### config.mk
export PLATFORM = sky130hd
export DESIGN_NAME = router_fsm_ctrl
export DESIGN_NICKNAME = d
export VERILOG_FILES = /design/src/rtl/router_fsm_ctrl.sv
export SDC_FILE = /design/constraint.sdc
export NUM_CORES = 1
export LEC_CHECK = 0
export CAP_MARGIN = 15
export CORE_MARGIN = 2
export CORE_UTILIZATION = 37
export DETAILED_ROUTE_END_ITERATION = 16
export HOLD_SLACK_MARGIN = 0.08
export PLACE_DENSITY = 0.72
export SYNTH_ARGS = -nofsm -noshare
export SYNTH_HDL_FRONTEND = slang
export SYNTH_SLANG_ARGS = --single-unit
export TNS_END_PERCENT = 20
### constraint.sdc
create_clock -name clock -period 1.7 [get_ports clock]
set_input_delay 0.34 -clock clock [delete_from_list [all_inputs] [get_ports clock]]
set_output_delay 0.34 -clock clock [all_outputs]
set_load 0.05 [all_outputs]
### src/rtl/router_fsm_ctrl.sv
// router_fsm_ctrl
//   Control FSM of the 1x3 router. Decodes the header address, then walks the
//   register/parity datapath through the header, payload and parity phases. It
//   stalls while the selected FIFO is full and aborts the packet on that port's
//   soft reset. Every output is registered, and each one is a decode of the state
//   the machine is entering. No input reaches an output combinationally.
//
// Ports
//   clock          rising-edge clock
//   resetn         synchronous reset, active-low
//   pkt_valid      source packet-valid
//   data_in[1:0]   header destination address (2'b11 = invalid)
//   fifo_full      full flag of the selected destination FIFO
//   fifo_empty[2:0] empty flag per destination FIFO
//   soft_reset[2:0] per-port timeout soft reset
//   parity_done    datapath has captured the parity byte
//   low_pkt_valid  pkt_valid dropped while the datapath was loading
//   write_enb_reg  FIFO write enable (LD, LAF, LP)
//   detect_add, lfd_state, ld_state, laf_state, full_state, rst_int_reg
//                  one-hot state strobes for the datapath
//   busy           source must hold its data
//   addr_lat[1:0]  destination latched in DECODE_ADDRESS

module router_fsm_ctrl #(
  parameter int NPORT = 3
) (
  input  logic             clock,
  input  logic             resetn,
  input  logic             pkt_valid,
  input  logic [1:0]       data_in,
  input  logic             fifo_full,
  input  logic [NPORT-1:0] fifo_empty,
  input  logic [NPORT-1:0] soft_reset,
  input  logic             parity_done,
  input  logic             low_pkt_valid,
  output logic             write_enb_reg,
  output logic             detect_add,
  output logic             lfd_state,
  output logic             ld_state,
  output logic             laf_state,
  output logic             full_state,
  output logic             rst_int_reg,
  output logic             busy,
  output logic [1:0]       addr_lat
);

  typedef enum logic [2:0] {
    DA  = 3'd0,  // DECODE_ADDRESS
    LFD = 3'd1,  // LOAD_FIRST_DATA
    LD  = 3'd2,  // LOAD_DATA
    WTE = 3'd3,  // WAIT_TILL_EMPTY
    FFS = 3'd4,  // FIFO_FULL_STATE
    LAF = 3'd5,  // LOAD_AFTER_FULL
    LP  = 3'd6,  // LOAD_PARITY
    CPE = 3'd7   // CHECK_PARITY_ERROR
  } state_t;

  localparam logic [1:0] BAD_ADDR = 2'b11;

  state_t state;
  state_t state_next;

  logic addr_ok;
  logic in_empty;   // empty flag of the port named by the incoming header
  logic lat_empty;  // empty flag of the latched port
  logic lat_soft;   // soft reset of the latched port

  // Guard the variable selects so that the invalid address never indexes past the vectors.
  assign addr_ok   = (data_in != BAD_ADDR);
  assign in_empty  = addr_ok ? fifo_empty[data_in] : 1'b0;
  assign lat_empty = (addr_lat != BAD_ADDR) ? fifo_empty[addr_lat] : 1'b0;
  assign lat_soft  = (addr_lat != BAD_ADDR) ? soft_reset[addr_lat] : 1'b0;

  always_comb begin
    state_next = state;
    case (state)
      DA:  if (pkt_valid && addr_ok) state_next = in_empty ? LFD : WTE;
      LFD: state_next = LD;
      LD: begin
        if (fifo_full)       state_next = FFS;  // full wins over end-of-packet
        else if (!pkt_valid) state_next = LP;
      end
      WTE: if (lat_empty)  state_next = LFD;
      FFS: if (!fifo_full) state_next = LAF;
      LAF: begin
        if (parity_done)        state_next = DA;
        else if (low_pkt_valid) state_next = LP;
        else                    state_next = LD;
      end
      LP:  state_next = CPE;
      CPE: state_next = fifo_full ? FFS : DA;
      default: state_next = DA;
    endcase
    // A soft reset of the port in use aborts the packet from any active state.
    if (state != DA && lat_soft) state_next = DA;
  end

  // The outputs are registered from state_next. They therefore always equal a decode of state.
  always_ff @(posedge clock) begin
    if (!resetn) begin
      state         <= DA;
      addr_lat      <= 2'b00;
      detect_add    <= 1'b1;
      lfd_state     <= 1'b0;
      ld_state      <= 1'b0;
      laf_state     <= 1'b0;
      full_state    <= 1'b0;
      rst_int_reg   <= 1'b0;
      write_enb_reg <= 1'b0;
      busy          <= 1'b0;
    end else begin
      state <= state_next;
      if (state == DA && pkt_valid && addr_ok) addr_lat <= data_in;
      detect_add    <= (state_next == DA);
      lfd_state     <= (state_next == LFD);
      ld_state      <= (state_next == LD);
      laf_state     <= (state_next == LAF);
      full_state    <= (state_next == FFS);
      rst_int_reg   <= (state_next == CPE);
      write_enb_reg <= (state_next == LD) || (state_next == LAF) || (state_next == LP);
      busy          <= !((state_next == DA) || (state_next == LD));
    end
  end

endmodule
After elaboration in Yosys (flattened, before gate mapping)
Index checks and enable logic that the tools add are counted.
{"block": "op_classes", "addsub": 0, "mul": 0, "n_div": 0, "n_lt_le_gt_ge": 2, "eq_ne": 15, "shift": 0, "muxes": 20, "n_bitwise": 0, "n_reduce_logical": 11}
{"op": "two-way mux 3 bit", "n": 9}
{"op": "equality test 3 bit (second input constant)", "n": 8}
{"op": "one-hot mux 3 bit (8 select lines)", "n": 1}
{"op": "equality test 3 x 2 -> 1 bit (second input constant)", "n": 3}
{"op": "binary-select mux 1 bit (select 2 bit)", "n": 3}
{"op": "equality test 3 x 1 -> 1 bit (second input constant)", "n": 2}
{"op": "logical NOT 3 bit", "n": 2}
{"op": "< comparator 2 x 3 -> 1 bit (second input constant)", "n": 2}
{"op": "two-way mux 1 bit", "n": 6}
{"op": "logical AND 1 bit", "n": 4}
{"op": "!= test 2 bit (second input constant)", "n": 2}
{"op": "logical OR 1 bit", "n": 3}
{"op": "nonzero test 3 bit", "n": 1}
{"op": "two-way mux 2 bit", "n": 1}
{"op": "logical NOT 1 bit", "n": 1}
{"block": "totals", "ff_bits": 13, "latchBits": 0, "ram_bits": 0, "rom_bits": 0, "inputBits": 14, "output_inout_bits": 10, "word_cells": 58, "mem_count": 0}

Logic depth before layout (Yosys ltp)
Gate-level depths: netlist of run 1.
{"block": "depth", "word_depth": 10, "ltp_mapped": 7, "mapped_depth_nobuf": 5}

Least setup slack after synthesis of run 1
OpenSTA, ideal clock, no wires.
{"block": "synth_timing", "kind": "flip-flop to flip-flop", "start": "reg addr_lat[1]", "end": "reg detect_add", "setup_time_ns": 0.087, "arrival_ns": 1.664, "t_required_ns": 1.613, "path_slack_ns": -0.051, "path_stages_with_launch": 7, "n_path_buf": 1, "period_less_slack_ns": 1.751, "path_cell_list": "dfxtp_1 -> mux2i_1 -> o21ai_2 -> o31ai_1 -> and2_1 -> buf_6 -> o31ai_1"}
{"block": "synth_via", "elab_chain_len": 7, "word_cells_on_any_way": 12, "classes_between": "eq/ne (1); mux (9); reduce/logical (2)"}
{"element": "start, declared", "line": "44", "text": "output logic [1:0] addr_lat"}
{"element": "start signal, assigned", "line": "113", "text": "if (state == DA && pkt_valid && addr_ok) addr_lat <= data_in;"}
{"element": "binary-select mux 1 bit (select 2 bit)", "line": "71", "text": "assign lat_empty = (addr_lat != BAD_ADDR) ? fifo_empty[addr_lat] : 1'b0;"}
{"element": "two-way mux 1 bit (not written as such)", "line": "71"}
{"element": "two-way mux 1 bit", "line": "71"}
{"element": "two-way mux 3 bit", "line": "83", "text": "WTE: if (lat_empty) state_next = LFD;"}
{"element": "one-hot mux 3 bit (8 select lines)", "line": "76", "text": "case (state)"}
{"element": "two-way mux 3 bit *", "line": "95", "text": "if (state != DA && lat_soft) state_next = DA;"}
{"element": "logical NOT 3 bit *", "line": "114", "text": "detect_add <= (state_next == DA);"}
{"element": "end signal, assigned", "line": "114"}
{"element": "end, declared", "line": "37", "text": "output logic detect_add,"}
Every way passes the cells marked *; elsewhere a longest branch is shown, timed or not. The select of a mux whose other input is x is not followed.
A chain may end at the register's enable or synchronous reset.

Final worst setup path of run 1
{"block": "layout_timing", "start": "in low_pkt_valid", "end": "reg write_enb_reg"}
{"block": "layout_via", "elab_chain_len": 7, "word_cells_on_any_way": 9, "classes_between": "eq/ne (3); mux (4); reduce/logical (2)"}
{"element": "start, declared", "line": "35", "text": "input logic low_pkt_valid,"}
{"element": "two-way mux 3 bit *", "line": "87", "text": "else if (low_pkt_valid) state_next = LP;"}
{"element": "two-way mux 3 bit *", "line": "86", "text": "if (parity_done) state_next = DA;"}
{"element": "one-hot mux 3 bit (8 select lines) *", "line": "76"}
{"element": "two-way mux 3 bit *", "line": "95"}
{"element": "equality test 3 x 2 -> 1 bit / equality test 3 bit (equally long branches)", "line": "120", "text": "write_enb_reg <= (state_next == LD) || (state_next == LAF) || (state_next == LP);"}
{"element": "logical OR 1 bit", "line": "120"}
{"element": "logical OR 1 bit *", "line": "120"}
{"element": "end signal, assigned", "line": "120"}
{"element": "end, declared", "line": "36", "text": "output logic write_enb_reg,"}
Every way passes the cells marked *; elsewhere a longest branch is shown, timed or not.

==> out/metrics.yaml, run 1 <==
status: "complete, no violations"
grt_pass1_wl_um: 2290
max_slew_margin_pct: 73.5
ios: 24
cts_buffers: 3
startpoint_type: "input pin"
report.final.slew_viol_count: 0
drc: 0
final_common_cell: "buf_4"
dp_slack_ns: -0.462
p_leak_nw: 0.459
powerDensity_nw_per_um2: 888
area_growth_pct: 57.8
netlist_area_um2: 634
critPathArrivalTime_ns: 1.82
hold_viol: 0
viasPerCell: 5.09
drive_above_1_share_pct: 42.2
drt-total-wl_um: 1400
setup_violations: 0
max_freq_ghz: 0.617
timing.rr.start: "addr_lat[1]"
critPathKind: "in2reg"
synth.avg_cell_area_um2: 9.91
finalNetCount: 117
switching_share_pct: 32.4
final_cell_mix: "22 x buf_4, 11 x clkdlybuf4s50_1, 10 x dfxtp_1"
largest_reg_flops: 3
synth-seq-cells: 13
grt_usage_pct: 15.4
io_buffers: 23
register_area_um2: 264
clkSlewWorstSetupHoldPaths_ns: 0.07
worstHoldStart: "addr_lat[0]"
clk-insertion-delay-late_ns: 0.27
tns_ns: 0
antenna_found_initial: 0
rows: 14
cts_root_buf: "clkbuf_4"
crit_start: "low_pkt_valid"
fin_ws_ns: 0.0781
seq_area_frac_synth_pct: 41.0
cts_tree: "built"
cp_top_family: "simple AND/OR/NAND/NOR gates"
clkPwrFrac_pct: 20.2
die_area_um2: 2060
p_int_uw: 601
n_fill_cell: 131
yosysWarningCount: 0
synth_cells: 64
syn_nets: 78
finalCritPeriodShare_pct: 95.4
worst_pin_slew_ns: 0.394
crit_chain: "clkdlybuf4s50_1, nor4bb_1, a221oi_2, nor3_1, nand2_1, mux2i_1"
grt_overflow: 0
cts.sinks: 13
cp-end-kind: "flop"
hold_buffers: 0
drtAntennaViolNets: 0
drtIter0Drc: 13
vias: 601
ir_worst_vdd_mv: 0.668
core_um2: 1560
rsz0062_at_grt: "yes"
cts_buffer_depth: 2
grt_max_degree: 9
fin_area_um2: 1000
cts.htree.levels: 1
die_w_um: 45.4
cp.required_ns: 1.89
crit_slowest_cell: "clkdlybuf4s50_1"
postPlaceCellArea_um2: 930
period_needed_ns: 1.62
multiInputGateArea_um2: 367
crit_path_max_incr_delay_ns: 0.45
cap_violations: 0
combPwrFrac_pct: 40.2
hpwlAfterDp_um: 1070
power.switching_uw: 288
seqPwrFrac_pct: 39.6
largest-register: "state"
dr.pass1.iters: 4
initial_core_util_pct: 40.7
die_y_um: 45.4
synth_cell_types: 32
wire_per_inst_um: 11.8
hold_class: "reg2reg"
cp_max_fo: 4
clock-skew-final_ns: 0.00113
routabilityCongestion: 0.804
top_regs: "state x3, addr_lat x2"
worst-path-buf-inv: 1
grt_pass1_vias: 538
diodes: 0
==> worst paths after layout <==
kind | end | slack [ns] | cells past startpoint
setup / recovery | write_enb_reg | 0.08 | 6
hold / removal | addr_lat[0] | 0.55 | 2
setup reg to reg | write_enb_reg | 0.12 | 6
hold reg to reg | addr_lat[0] | 0.55 | 2
==> layer usage <==
layer / routed length, µm / track usage [%]
met5: 0 / 0
met3: 87 / 6.35
met2: 682 / 25.6
met1: 625 / 19.0
met4: 0 / 1.76
==> repair_timing <==
item	in CTS	in global routing
buffers inserted	1	0
resized for setup	6	4
setup endpoints to repair	7	7
pin swaps	2	0
==> worst min-delay path, cell delays in order (launching register included) <==
cell and delay (ns):
dfxtp_2 0.36, nor2_1 0.11, nor3_1 0.05
==> cells by family after synthesis <==
group | count (synthesis) | share of synthesized area [%]
AND/OR/NAND/NOR | 29 | 27.8
flip-flops | 13 | 41.0
AO/OA/AOI/OAI | 12 | 17.2
XOR/XNOR | 1 | 1.38
multiplexers | 5 | 7.89
buffers and inverters | 4 | 4.73
==> cell usage after synthesis <==
cell type,number,area (µm²)
inv_1,2,7.51
and2_1,2,12.5
and2_2,1,7.51
o31ai_1,2,15.0
o2111ai_1,1,8.76
nor3b_2,1,12.5
o221a_2,1,11.3
or4b_4,1,13.8
nor4bb_1,1,10.0
xor2_1,1,8.76
and3b_2,1,10.0
nor3_1,2,10.0
nor2_1,9,33.8
dfxtp_1,13,260
nand2b_1,1,6.26
nand3b_1,2,15.0
or2_2,1,6.26
a221oi_1,1,8.76
mux2i_1,5,50.1
and3_1,1,6.26
nor3b_1,1,7.51
a22oi_1,1,7.51
nand2_1,3,11.3
o21ai_0,1,5.00
and3_2,1,7.51
o221ai_1,1,8.76
o21ai_2,1,8.76
a21bo_2,1,10.0
nor2b_1,1,6.26
buf_6,2,22.5
o21ai_4,1,16.3
a21o_2,1,8.76
==> per-stage QoR <==
step	total power, mW	hold WS (ns)	utilization (%)	std cells
3_5_place_dp	0.674	0.541	59.6	113
3_3_place_gp	0.671	0.534	59.6	113
2_1_floorplan	0.556	0.411	-	64
6_report	0.889	0.555	64.2	118
5_1_grt	0.935	0.590	64.2	118
4_1_cts	0.890	0.552	63.6	118
==> power by group through the flow <==
stage / combinational (mW) / clock, mW / sequential, mW
6_report: 0.358 / 0.179 / 0.352
5_1_grt: 0.382 / 0.197 / 0.355
4_1_cts: 0.353 / 0.186 / 0.352
3_5_place_dp: 0.315 / 0 / 0.359
3_3_place_gp: 0.313 / 0 / 0.358
2_1_floorplan: 0.121 / 0 / 0.435
==> final cells by class <==
class,count,area share (%)
multi-input combinational,47,36.6
inverter,2,0.750
tap,16,2.00
sequential,13,26.4
clock buffer,4,2.63
timing repair buffer,36,31.6
Note: power is estimated with default switching activity, not from simulation.
==> inputs of run 2 (changes only) <==
--- a/config.mk
+++ b/config.mk
@@ -5,8 +5,9 @@
 export SDC_FILE = /design/constraint.sdc
 export NUM_CORES = 1
 export LEC_CHECK = 0
+export ABC_CLOCK_PERIOD_IN_PS = 1700
 export CAP_MARGIN = 15
-export CORE_MARGIN = 2
+export CORE_MARGIN = 4
 export CORE_UTILIZATION = 37
 export DETAILED_ROUTE_END_ITERATION = 16
 export HOLD_SLACK_MARGIN = 0.08
==> out/metrics.yaml, run 2 (same netlist as run 1, synthesis figures left out) <==
viasPerCell: 4.93  # -3.3%
worst-path-buf-inv: 4  # +3
crit_chain: "clkdlybuf4s50_1, buf_4, inv_1, o21ai_0, o2111ai_2, and2_4, buf_4, nor3b_4"
clkSlewWorstSetupHoldPaths_ns: 0.07  # about the same
rsz0062_at_grt: "yes"
hpwlAfterDp_um: 1170  # +9.4%
largest_reg_flops: 3  # unchanged
dp_slack_ns: -0.394  # +0.0677 ns
status: "complete, no violations"
area_growth_pct: 60.7
antenna_found_initial: 0  # unchanged
rr_endpoint: "busy"
cts.htree.levels: 1  # unchanged
initial_core_util_pct: 40.7  # unchanged
final_cell_mix: "25 x buf_4, 12 x clkdlybuf4s50_1, 11 x dfxtp_1"
grt_busiest_layer: "met2"
hold_class: "reg2reg"
grt_max_degree: 9  # unchanged
die_area_um2: 2440  # +18%
drtAntennaViolNets: 0  # unchanged
p_leak_nw: 0.465  # +1.3%
cp_top_family: "buffers and inverters"
clk-insertion-delay-late_ns: 0.27  # about the same
startpoint_type: "input pin"
cts_buffers: 3  # unchanged
drc: 0  # unchanged
finalNetCount: 119  # +1.7%
final_common_cell: "buf_4"
ir_worst_vdd_mv: 0.528  # -21%
max_freq_ghz: 0.611  # -0.94%
worstHoldStart: "addr_lat[0]"
cts_buffer_depth: 2  # unchanged
grt_pass1_wl_um: 2590  # +13%
critPathKind: "in2reg"
max_slew_margin_pct: 77.9  # +4.4 points
crit_path_max_incr_delay_ns: 0.50  # +0.05 ns
r2r_slack_ns: 0.09  # -0.03 ns
worst_pin_slew_ns: 0.327  # -0.0676 ns
cts_root_buf: "clkbuf_4"
critPathArrivalTime_ns: 1.84  # +0.02 ns
grt_overflow: 0  # unchanged
grt_usage_pct: 13.6  # -1.8 points
diodes: 0  # unchanged
grt.met2_usage_pct: 22.1  # -3.5 points
powerDensity_nw_per_um2: 870  # -2.0%
io_buffers: 23  # unchanged
timing.rr.start: "state[0]"
die_y_um: 49.4  # +8.8%
cp-end-kind: "flop"
drt-total-wl_um: 1470  # +5.2%
drive_above_1_share_pct: 44.2  # +2.1 points
tns_ns: 0  # unchanged
dr.pass1.iters: 4  # unchanged
top_regs: "state x3, addr_lat x2"
die_w_um: 49.4  # +8.8%
setup_violations: 0  # unchanged
cp.required_ns: 1.90  # about the same
finalCritPeriodShare_pct: 96.3  # +0.90 points
holdPathStages: 2  # unchanged
routabilityCongestion: 0.793  # -1.4%
report.final.slew_viol_count: 0  # unchanged
rows: 14  # unchanged
r2r_cells: 7  # +1
crit_slowest_cell: "clkdlybuf4s50_1"
hold_buffers: 0  # unchanged
wire_per_inst_um: 12.2  # +3.4%
core_um2: 1560  # unchanged
use_met3_pct: 5.81  # -0.54 points
hold_viol: 0  # unchanged
grt_pass1_vias: 607  # +13%
largest-register: "state"
cts.sinks: 13  # unchanged
ios: 24  # unchanged
fin_ws_ns: 0.0628  # -0.0153 ns
cap_violations: 0  # unchanged
clock-skew-final_ns: 0.00148  # +0.000353 ns
holdPathEnd: "addr_lat[0]"
vias: 591  # -1.7%
critPathMostFrequentCell: "buf_4"
drtIter0Drc: 7  # -6
cp_max_fo: 7  # +3
cts_tree: "built"
use_met1_pct: 16.1  # -3.0 points
period_needed_ns: 1.64  # +0.0153 ns
-- run 2: where the power goes --
part	switching, mW	total [mW]	internal [mW]	leakage, nW
logic	0.185	0.356	0.171	0.343
clock network	0.0912	0.182	0.0908	0.0150
registers	0.0163	0.350	0.334	0.107
total	0.292	0.888	0.595	0.465
-- run 2: worst max path at each step --
stage	from	endpoint	slack, ns	cells past startpoint
floorplan	state[2]	write_enb_reg	0.06	6
global placement	pkt_valid	write_enb_reg	-0.38	5
detailed placement	pkt_valid	write_enb_reg	-0.39	5
CTS	pkt_valid	write_enb_reg	-0.02	5
global route	fifo_full	lfd_state	0.002	8
finish	fifo_full	lfd_state	0.06	8
-- run 2: layout make-up --
cell class,count,area (µm²)
clock buffer,4,26.3
timing repair buffer,38,320
fill,132,539
tap,16,20.0
inverter,2,7.51
multi-input combinational,47,383
sequential,13,263
-- run 2: metal layers --
layer  part of all wire [%]  wire [µm]
met4                      0          0
met2                     50        741
met3                    5.0         73
met1                     45        654
met5                      0          0
-- run 2: through the flow --
stage / power (mW) / hold WS, ns / util, % / std cells / instance area, µm²
6_report: 0.888 / 0.541 / 65.4 / 120 / 1020
5_1_grt: 0.939 / 0.592 / 65.4 / 120 / 1020
4_1_cts: 0.872 / 0.552 / 62.5 / 119 / 975
3_5_place_dp: 0.680 / 0.544 / 60.6 / 115 / 945
3_3_place_gp: 0.676 / 0.532 / 60.6 / 115 / 945
2_1_floorplan: 0.556 / 0.411 / - / 64 / 637
-- run 2: worst reg2reg max path, stage by stage, from the launching register on --
cell and delay [ns]:
dfxtp_1 0.40, buf_4 0.16, a21bo_2 0.22, a221oi_2 0.31
nor2_1 0.12, nor2_1 0.15, buf_4 0.12, nor2_1 0.03
-- run 2: repair_timing --
action                     4_1_cts  5_1_grt
resized for setup                3        7
pin swaps                        1        1
setup buffers                    0        1
setup endpoints to repair        7        8
==> inputs of run 3 (changes only) <==
==> constraint.sdc (replaced) <==
create_clock -name clock -period 1.7 [get_ports clock]
set_input_delay 0.34 -clock clock [delete_from_list [all_inputs] [get_ports clock]]
set_output_delay 0.34 -clock clock [all_outputs]
set_load 0.1 [all_outputs]
==> out/metrics.yaml, run 3 (same netlist as run 1, synthesis figures left out) <==
status: "complete, no violations"
largest_reg_flops: 3  # unchanged
startpoint_type: "input pin"
core_um2: 1560  # unchanged
setup_violations: 0  # unchanged
grt_max_degree: 9  # unchanged
hold_buffers: 0  # unchanged
drt-total-wl_um: 1590  # +8.4%
drtIter0Drc: 4  # -3
routabilityCongestion: 0.755  # -4.8%
multiInputGateArea_um2: 383  # unchanged
die_area_um2: 2440  # unchanged
vias: 615  # +4.1%
ir_worst_vdd_mv: 0.679  # +29%
cp_max_fo: 7  # unchanged
antenna_found_initial: 0  # unchanged
die_w_um: 49.4  # unchanged
max_slew_margin_pct: 80.4  # +2.5 points
cts.htree.levels: 1  # unchanged
final_common_cell: "buf_4"
grt_pass1_wl_um: 2620  # +1.1%
io_buffers: 23  # unchanged
drive_above_1_share_pct: 42.7  # -1.5 points
report.final.slew_viol_count: 0  # unchanged
n_fill_cell: 104  # -21%
clkSlewWorstSetupHoldPaths_ns: 0.07  # about the same
grt_usage_pct: 14.0  # +0.40 points
dr.pass1.iters: 4  # unchanged
finalCritPeriodShare_pct: 95.2  # -1.1 points
hold_viol: 0  # unchanged
grt_pass1_vias: 583  # -4.0%
cp-end-kind: "flop"
cts_buffers: 3  # unchanged
cap_violations: 0  # unchanged
cts.sinks: 13  # unchanged
viasPerCell: 5.17  # +4.9%
largest-register: "state"
tns_ns: 0  # unchanged
grt_overflow: 0  # unchanged
wire_per_inst_um: 13.4  # +9.3%
cts_tree: "built"
cts_root_buf: "clkbuf_4"
worst_pin_slew_ns: 0.290  # -0.0366 ns
postPlaceCellArea_um2: 1060  # +12%
area_growth_pct: 79.5
drc: 0  # unchanged
clock-skew-final_ns: 0.00326  # +0.00178 ns
diodes: 0  # unchanged
hold_class: "reg2reg"
rows: 14  # unchanged
critPathKind: "in2reg"
register_area_um2: 268  # +1.9%
powerDensity_nw_per_um2: 904  # +3.9%
die_y_um: 49.4  # unchanged
final_cell_mix: "14 x buf_4, 12 x clkdlybuf4s50_1, 11 x dfxtp_1"
fin_ws_ns: 0.0822  # +0.0195 ns
fin_area_um2: 1140  # +12%
initial_core_util_pct: 40.7  # unchanged
hpwlAfterDp_um: 1220  # +4.6%
cp.required_ns: 1.91  # about the same
period_needed_ns: 1.62  # -0.0195 ns
finalNetCount: 118  # -0.84%
critPathArrivalTime_ns: 1.82  # -0.02 ns
cts_buffer_depth: 2  # unchanged
max_freq_ghz: 0.618  # +1.2%
clk-insertion-delay-late_ns: 0.27  # about the same
dp_slack_ns: -0.443  # -0.0493 ns
p_leak_nw: 0.487  # +4.5%
top_regs: "state x3, addr_lat x2"
total_power_mw: 1.03  # +16%
ios: 24  # unchanged
utilization_pct: 73.0  # +7.6 points
drtAntennaViolNets: 0  # unchanged
## run 3: changes by cell type in the layout (fill, tap and decap cells not counted), sizes merged
| cell | before | now |
|---|---|---|
| buf | 25 | 24 |
| dlymetal6s2s | 1 | 0 |
| dlygate4sd2 | 0 | 1 |
## run 3: path summary, 6_finish.rpt
| path | start | cells past startpoint | endpoint | slack (ns) |
|---|---|---|---|---|
| worst max-delay path | fifo_full | 7 | write_enb_reg | 0.08 |
| worst min register to register | addr_lat[0] | 2 | addr_lat[0] | 0.58 |
| worst max register to register | state[1] | 5 | lfd_state | 0.11 |
| worst min-delay path | addr_lat[0] | 2 | addr_lat[0] | 0.58 |
## run 3: critical path, cell delays in order
cell,delay (ns)
clkdlybuf4s50_1,0.51
buf_4,0.13
nor2_1,0.03
a22oi_1,0.28
o21ai_4,0.12
or2_2,0.29
mux2i_1,0.11
## run 3: power by group
group	leakage (nW)	switching, mW	total [mW]	internal [mW]
Clock	0.0150	0.0918	0.183	0.0909
Combinational	0.364	0.267	0.485	0.218
Sequential	0.108	0.0284	0.362	0.333
Total	0.487	0.387	1.03	0.643
## run 3: what timing repair did
item	4_1_cts	5_1_grt
pin swaps	1	0
hold endpoints to repair	0	0
setup endpoints to repair	7	8
gates resized for setup	8	2
buffers inserted	2	0
## run 3: cell type report
cell class              instances  area share [%]
clock buffers                   4            2.31
inverters                       2           0.659
multi-input cells              47            33.6
flip-flops and latches         13            23.5
well taps                      16            1.76
repair buffers                 37            38.1
## run 3: routing by layer
metal  vias up  routed length [µm]  global-route usage (%)
met5         -                   0                       0
met4         0                  11                    4.15
met3         2                 125                    6.12
met2        18                 818                    24.8
met1       284                 635                    14.8
li1        311                   -                       -
## run 3: per-stage QoR
step / hold WS [ns] / std cells
after floorplan: 0.411 / 64
after global placement: 0.546 / 113
after detailed placement: 0.561 / 113
after CTS: 0.576 / 119
after global routing: 0.591 / 119
final: 0.576 / 119
